==> config.mk <==
export PLATFORM = sky130hd
export DESIGN_NAME = ctrl_pipe
export DESIGN_NICKNAME = d
export VERILOG_FILES = /design/src/rtl/ctrl_pkg.sv /design/src/rtl/ctrl_decode.sv /design/src/rtl/ctrl_pipe.sv
export SDC_FILE = /design/constraint.sdc
export NUM_CORES = 1
export LEC_CHECK = 0
export CORE_MARGIN = 2
export CORE_UTILIZATION = 36
export DETAILED_ROUTE_END_ITERATION = 6
export PLACE_DENSITY_LB_ADDON = 0.3
export RECOVER_POWER = 50
export SLEW_MARGIN = 5
export SYNTH_ARGS = -nofsm -noshare
export SYNTH_HDL_FRONTEND = slang
export SYNTH_HIERARCHICAL = 1
export SYNTH_SLANG_ARGS = --single-unit
==> constraint.sdc <==
create_clock -name clk -period 7.2 [get_ports clk]
set_clock_uncertainty 0.1 [all_clocks]
set_input_delay 2.16 -clock clk [delete_from_list [all_inputs] [get_ports clk]]
set_output_delay 2.16 -clock clk [all_outputs]
set_load 0.03 [all_outputs]
==> src/rtl/ctrl_pkg.sv <==
// ctrl_pkg: shared definitions for the control pipeline.
//   - opcode constants of the 4-bit ISA
//   - FSM state encoding (RUN, DRAIN, HALTED)
//   - ctrl_t: the per-stage control bundle; the destination register travels
//     next to it as a separate field because its width is a module parameter
//   - reads_rt(): which opcodes take a source operand from rt
package ctrl_pkg;

  localparam int OPC_W = 4;

  localparam logic [OPC_W-1:0] OP_ADD  = 4'b0000;
  localparam logic [OPC_W-1:0] OP_SUB  = 4'b0001;
  localparam logic [OPC_W-1:0] OP_AND  = 4'b0010;
  localparam logic [OPC_W-1:0] OP_OR   = 4'b0011;
  localparam logic [OPC_W-1:0] OP_SLT  = 4'b0111;
  localparam logic [OPC_W-1:0] OP_LW   = 4'b1000;
  localparam logic [OPC_W-1:0] OP_SW   = 4'b1001;
  localparam logic [OPC_W-1:0] OP_LUI  = 4'b1010;
  localparam logic [OPC_W-1:0] OP_ADDI = 4'b1011;
  localparam logic [OPC_W-1:0] OP_JAL  = 4'b1110;
  localparam logic [OPC_W-1:0] OP_HLT  = 4'b1111;

  typedef enum logic [1:0] {
    RUN    = 2'd0,
    DRAIN  = 2'd1,
    HALTED = 2'd2
  } state_t;

  typedef struct packed {
    logic             valid;
    logic [OPC_W-1:0] opcode;
    logic             mem_write;
    logic             mem_to_reg;
    logic             reg_write;
  } ctrl_t;

  localparam ctrl_t CTRL_BUBBLE = '0;

  function automatic logic reads_rt(input logic [OPC_W-1:0] op);
    return (op == OP_ADD) || (op == OP_SUB) || (op == OP_AND) ||
           (op == OP_OR)  || (op == OP_SLT) || (op == OP_SW);
  endfunction

endpackage

==> src/rtl/ctrl_decode.sv <==
// ctrl_decode: combinational decode of one instruction into control flags.
// Ports:
//   opcode     in   instruction opcode
//   rd         in   destination register specifier
//   mem_write  out  store
//   mem_to_reg out  load (write-back value comes from memory)
//   reg_write  out  writes a register (never for R0, which is hardwired zero)
//   halt       out  HLT instruction
module ctrl_decode
  import ctrl_pkg::*;
#(
  parameter int REG_W = 4
) (
  input  logic [OPC_W-1:0] opcode,
  input  logic [REG_W-1:0] rd,
  output logic             mem_write,
  output logic             mem_to_reg,
  output logic             reg_write,
  output logic             halt
);

  logic writes_reg;

  always_comb begin
    mem_write  = (opcode == OP_SW);
    mem_to_reg = (opcode == OP_LW);
    halt       = (opcode == OP_HLT);
    writes_reg = !opcode[3] || (opcode == OP_LW) || (opcode == OP_LUI) ||
                 (opcode == OP_ADDI) || (opcode == OP_JAL);
    reg_write  = writes_reg && (rd != '0);
  end

endmodule

==> src/rtl/ctrl_pipe.sv <==
// ctrl_pipe: control path of a 4-stage in-order pipeline (ID/EX/MEM/WB).
// Decodes the ID instruction, carries its control bundle down to WB, detects
// load-use hazards, applies branch flushes and sequences the halt.
// Ports:
//   clk, rst_n                 clock, asynchronous active-low reset
//   id_valid, id_opcode        ID-stage instruction
//   id_rs, id_rt, id_rd        ID-stage register specifiers
//   flush                      branch taken: squash the ID instruction
//   stall                      load-use hazard: IF/ID must hold
//   fetch_en                   fetch permitted
//   ex_valid, ex_opcode        EX-stage contents
//   mem_mem_write, mem_mem_to_reg          MEM-stage controls
//   wb_reg_write, wb_mem_to_reg, wb_rd     WB-stage controls
//   halted                     processor halted
module ctrl_pipe
  import ctrl_pkg::*;
#(
  parameter int REG_W     = 4,
  parameter int DRAIN_CYC = 3
) (
  input  logic             clk,
  input  logic             rst_n,
  input  logic             id_valid,
  input  logic [3:0]       id_opcode,
  input  logic [REG_W-1:0] id_rs,
  input  logic [REG_W-1:0] id_rt,
  input  logic [REG_W-1:0] id_rd,
  input  logic             flush,
  output logic             stall,
  output logic             fetch_en,
  output logic             ex_valid,
  output logic [3:0]       ex_opcode,
  output logic             mem_mem_write,
  output logic             mem_mem_to_reg,
  output logic             wb_reg_write,
  output logic             wb_mem_to_reg,
  output logic [REG_W-1:0] wb_rd,
  output logic             halted
);

  localparam int CNT_W = (DRAIN_CYC < 2) ? 1 : $clog2(DRAIN_CYC + 1);
  localparam logic [CNT_W-1:0] CNT_LAST = CNT_W'(DRAIN_CYC - 1);

  state_t           state, state_next;
  logic [CNT_W-1:0] cnt, cnt_next;

  ctrl_t            ex_p0, mem_p1, wb_p2;
  logic [REG_W-1:0] rd_p0, rd_p1, rd_p2;

  ctrl_t            ex_next;
  logic [REG_W-1:0] rd_next;

  logic dec_mem_write, dec_mem_to_reg, dec_reg_write, dec_halt;
  logic hazard, id_take;
  logic wb_unused;

  ctrl_decode #(.REG_W(REG_W)) u_decode (
    .opcode     (id_opcode),
    .rd         (id_rd),
    .mem_write  (dec_mem_write),
    .mem_to_reg (dec_mem_to_reg),
    .reg_write  (dec_reg_write),
    .halt       (dec_halt)
  );

  // A load in EX whose result the ID instruction needs; R0 never conflicts.
  assign hazard = ex_p0.valid && ex_p0.mem_to_reg && (rd_p0 != '0) && id_valid &&
                  ((rd_p0 == id_rs) || (reads_rt(id_opcode) && (rd_p0 == id_rt)));
  assign stall  = hazard && !flush;

  // Only RUN accepts new work into EX; DRAIN/HALTED feed bubbles.
  assign id_take = id_valid && !flush && !stall && (state == RUN);

  always_comb begin
    ex_next = CTRL_BUBBLE;
    rd_next = '0;
    if (id_take) begin
      ex_next.valid      = 1'b1;
      ex_next.opcode     = id_opcode;
      ex_next.mem_write  = dec_mem_write;
      ex_next.mem_to_reg = dec_mem_to_reg;
      ex_next.reg_write  = dec_reg_write;
      rd_next            = id_rd;
    end
  end

  always_comb begin
    state_next = state;
    cnt_next   = cnt;
    case (state)
      RUN: begin
        if (id_take && dec_halt) begin
          state_next = DRAIN;
          cnt_next   = '0;
        end
      end
      DRAIN: begin
        if (cnt == CNT_LAST) begin
          state_next = HALTED;
          cnt_next   = '0;
        end else begin
          cnt_next = cnt + 1'b1;
        end
      end
      HALTED:  state_next = HALTED;
      default: state_next = RUN;
    endcase
  end

  always_ff @(posedge clk or negedge rst_n) begin
    if (!rst_n) begin
      state <= RUN;
      cnt   <= '0;
    end else begin
      state <= state_next;
      cnt   <= cnt_next;
    end
  end

  // ID -> EX
  always_ff @(posedge clk or negedge rst_n) begin
    if (!rst_n) begin
      ex_p0 <= CTRL_BUBBLE;
      rd_p0 <= '0;
    end else begin
      ex_p0 <= ex_next;
      rd_p0 <= rd_next;
    end
  end

  // EX -> MEM
  always_ff @(posedge clk or negedge rst_n) begin
    if (!rst_n) begin
      mem_p1 <= CTRL_BUBBLE;
      rd_p1  <= '0;
    end else begin
      mem_p1 <= ex_p0;
      rd_p1  <= rd_p0;
    end
  end

  // MEM -> WB
  always_ff @(posedge clk or negedge rst_n) begin
    if (!rst_n) begin
      wb_p2 <= CTRL_BUBBLE;
      rd_p2 <= '0;
    end else begin
      wb_p2 <= mem_p1;
      rd_p2 <= rd_p1;
    end
  end

  assign fetch_en       = (state == RUN) && !stall && !(id_valid && dec_halt);
  assign halted         = (state == HALTED);
  assign ex_valid       = ex_p0.valid;
  assign ex_opcode      = ex_p0.opcode;
  assign mem_mem_write  = mem_p1.mem_write;
  assign mem_mem_to_reg = mem_p1.mem_to_reg;
  assign wb_reg_write   = wb_p2.reg_write;
  assign wb_mem_to_reg  = wb_p2.mem_to_reg;
  assign wb_rd          = rd_p2;

  // WB fields with no consumer at this boundary.
  assign wb_unused = ^{wb_p2.valid, wb_p2.opcode, wb_p2.mem_write};

endmodule
==> run_results.csv <==
group,metric,value,unit
timing,setup_viol_count_final,0,
final_layout,n_fill_cell,294,
timing,worstMarginPinSlew,1480,ps
timing,timing.final.hold_violations,0,
setup_path,req_time_crit_path,4940,ps
power,combinationalPowerShare,0.324,
setup_path,timing.critical_path.fanout_max,8,
route,dr_total_vias,905,
synth,synth_sequential_area_ratio,0.561,
power,worst_ir_drop_on_vdd,167,uV
final_layout,regArea,726,um2
setup_path,critPathLaunch,"id_opcode[0]",
clocking,cts_tree,"built",
clocking,cts_hold_repair.buffers,0,
final_layout,layout-area-overhead-vs-synth,33.7,%
route,drc_violations_left,0,
grt,global_route.usage.total,0.128,
timing,timing.max_slew.rel_slack,0.0158,
power,power.clock.fraction,0.275,
clocking,cts_num_sinks,29,
route,finalWirelength,2350,um
route,starting_drt_drc_count,34,
power,leakage_dissipation,0.799,nW
timing,fin_crit,6710,ps
timing,fin_hold_ws,252,ps
timing,max_clock_freq,0.149,GHz
synth,yosys_warnings,6,
placed_design,pre_cts_slack,485,ps
timing,min_period_over_period,0.933,
placed_design,place.gp.congestion,0.931,
route,detail_route.vias_per_cell,4.66,
power,totalPowerFinal,0.499,mW
synth,synth.ff_latch_count,29,
synth,mappedNetlistNets,136,
die,ios,36,
final_layout,diodes,0,
synth,synth_area,0.00129,mm2
placed_design,portBuffers,35,
power,cellInternalPower,0.341,mW
timing,finalSetupTns,0,ps
die,die-area,0.00409,mm2
synth,post_synth_num_cell_types,32,
setup_path,critical_path_arrival,4450,ps
final_layout,nNetsFinal,171,
grt,antenna_found_initial,0,
clocking,clk_pin_slew,90,ps
timing,slew_viol_final,0,
setup_path,startpoint_type,"input pin",
die,design.core.area,0.00339,mm2
synth,syn_area_per_cell,11.6,um2
die,starting_density,0.382,
grt,grt_pass1_wl,3930,um
setup_path,worstReg2RegStart,"rd_p0[0]$_DFF_PN0_",
grt,first_global_vias,870,
hold_path,holdCritStartpoint,"rd_p1[1]$_DFF_PN0_",
placed_design,dp_hpwl,1780,um
clocking,clock_tree.buffer_depth,2,
synth,synth_cells,112,
grt,grt_max_degree,30,
die,die_w,63.9,um
route,routedWlPerCell,12.1,um
power,powerDensity,289,mW/mm2
hold_path,hold_path.class,"reg -> reg",
power,power.share.sequential,0.401,
clocking,cts_made_buffers,5,
final_layout,drive_gt1_frac,0.0608,
die,total_number_of_placement_rows,21,
status,outcome,"complete, no violations",
flow_run,drv_cap,0,
timing,rsz_0062_raised_after_global_routing,"no",
die,die_height,63.9,um
clocking,worstSkewPairLatency,330,ps
power,swShare,0.318,
clocking,post_cts_buffers,0,
grt,global_route.overflow_total,0,
route,drt_pre_antenna_iters,5,
power,switching_power,0.159,mW
clocking,post_cts.resized_instances,0,
clocking,cts-htree-levels,2,
setup_path,cp-end-kind,"primary output",
final_layout,multiInputGateArea,492,um2
setup_path,worstSetupPathType,"in -> out",
clocking,root_buffer_cell,"clkbuf_4",
route,ant_nets,0,
timing,finalWorstSetupSlack,486,ps
[kinds of logic (layout without fill, tap and decap cells)]
logic type                 count (synthesis)  count (layout)  synth area share
xor gates and xnor gates                   8               8            0.0542
DFF                                       29              29             0.561
adders and majority gates                  4               4            0.0387
AOI/OAI and AO/OA                         13              13            0.0793
buffers and inverters                     12              48            0.0590
and+or+nand+nor                           46              46             0.208
[cells in the mapped netlist]
master / instances / area share
a2111oi_0: 1 / 0.0068
a21oi_1: 1 / 0.0039
a311oi_1: 2 / 0.014
and2_1: 12 / 0.058
and3_1: 1 / 0.0048
and3b_1: 2 / 0.014
and4_1: 2 / 0.014
and4_4: 1 / 0.0087
buf_2: 1 / 0.0039
buf_4: 4 / 0.023
buf_6: 2 / 0.017
clkbuf_1: 1 / 0.0029
dfrtp_1: 29 / 0.56
ha_1: 4 / 0.039
inv_1: 4 / 0.012
nand2_1: 9 / 0.026
nand2b_1: 3 / 0.015
nand3_1: 3 / 0.012
nor2_1: 5 / 0.015
nor2b_1: 1 / 0.0048
nor3_1: 2 / 0.0077
nor3_2: 1 / 0.0077
nor3b_1: 1 / 0.0058
o211a_1: 1 / 0.0077
o211ai_1: 4 / 0.023
o21ai_0: 1 / 0.0039
o31a_1: 1 / 0.0068
o32ai_1: 2 / 0.014
or2_1: 1 / 0.0048
or4_1: 2 / 0.012
xnor2_1: 2 / 0.014
xor2_1: 6 / 0.041
[stage by stage]
step           std cells  area [um2]  utilization
6_report             194        1730        0.510
5_1_grt              194        1730        0.510
4_1_cts              194        1730        0.511
3_5_place_dp         186        1650        0.486
3_3_place_gp         186        1650        0.486
2_1_floorplan        112        1290            -
[worst max-delay path, cell delays in order]
cell	delay (ps)
clkdlybuf4s50_1	580
nand2b_1	80
a2111oi_0	380
and3_1	340
or2_1	210
clkdlybuf4s50_1	690
[power groups by stage]
stage	clock [mW]	combinational (mW)	sequential (mW)
after floorplan	0	0.103	0.208
after global placement	0	0.158	0.203
after detailed placement	0	0.163	0.203
after CTS	0.141	0.163	0.200
after global routing	0.149	0.181	0.203
final	0.137	0.162	0.200
[worst paths after layout]
kind | endpoint | slack (ps) | cells past startpoint
max reg2reg | rd_p0[0]$_DFF_PN0_ | 4970 | 5
max in group asynchronous | ex_opcode[2]$_DFF_PN0_ | 3530 | 2
min in group asynchronous | ex_opcode[0]$_DFF_PN0_ | 2600 | 2
max | stall | 490 | 6
min | wb_rd[1]$_DFF_PN0_ | 250 | 0
min reg2reg | wb_rd[1]$_DFF_PN0_ | 250 | 0
[cell type report]
class,instances,share of cell area
Clock inverter,1,0.0174
Timing Repair Buffer,36,0.205
Clock buffer,7,0.0318
Tap cell,46,0.0333
Inverter,4,0.00868
Sequential cell,29,0.420
Multi-Input combinational cell,71,0.284
[cell usage in the layout, fill, tap and decap left out, types with 2 or more instances in the layout]
cell type,Yosys,final
a311oi_1,2,2
and2_1,12,12
and3b_1,2,2
and4_1,2,2
clkbuf_1,1,2
clkbuf_4,0,5
clkdlybuf4s50_1,0,34
dfrtp_1,29,29
ha_1,4,4
inv_1,4,4
nand2_1,9,9
nand2b_1,3,3
nand3_1,3,3
nor2_1,5,5
nor3_1,2,2
o211ai_1,4,4
o32ai_1,2,2
or4_1,2,2
xnor2_1,2,2
xor2_1,6,6
[per-layer routing]
layer | part of all wire | GRT usage | up-vias
met5 | 0 | 0 | -
met4 | 0.019 | 0.0489 | 0
met3 | 0.076 | 0.0599 | 6
met2 | 0.47 | 0.195 | 35
met1 | 0.43 | 0.158 | 417
li1 | - | - | 447
Power figures use the tool's default switching activity.
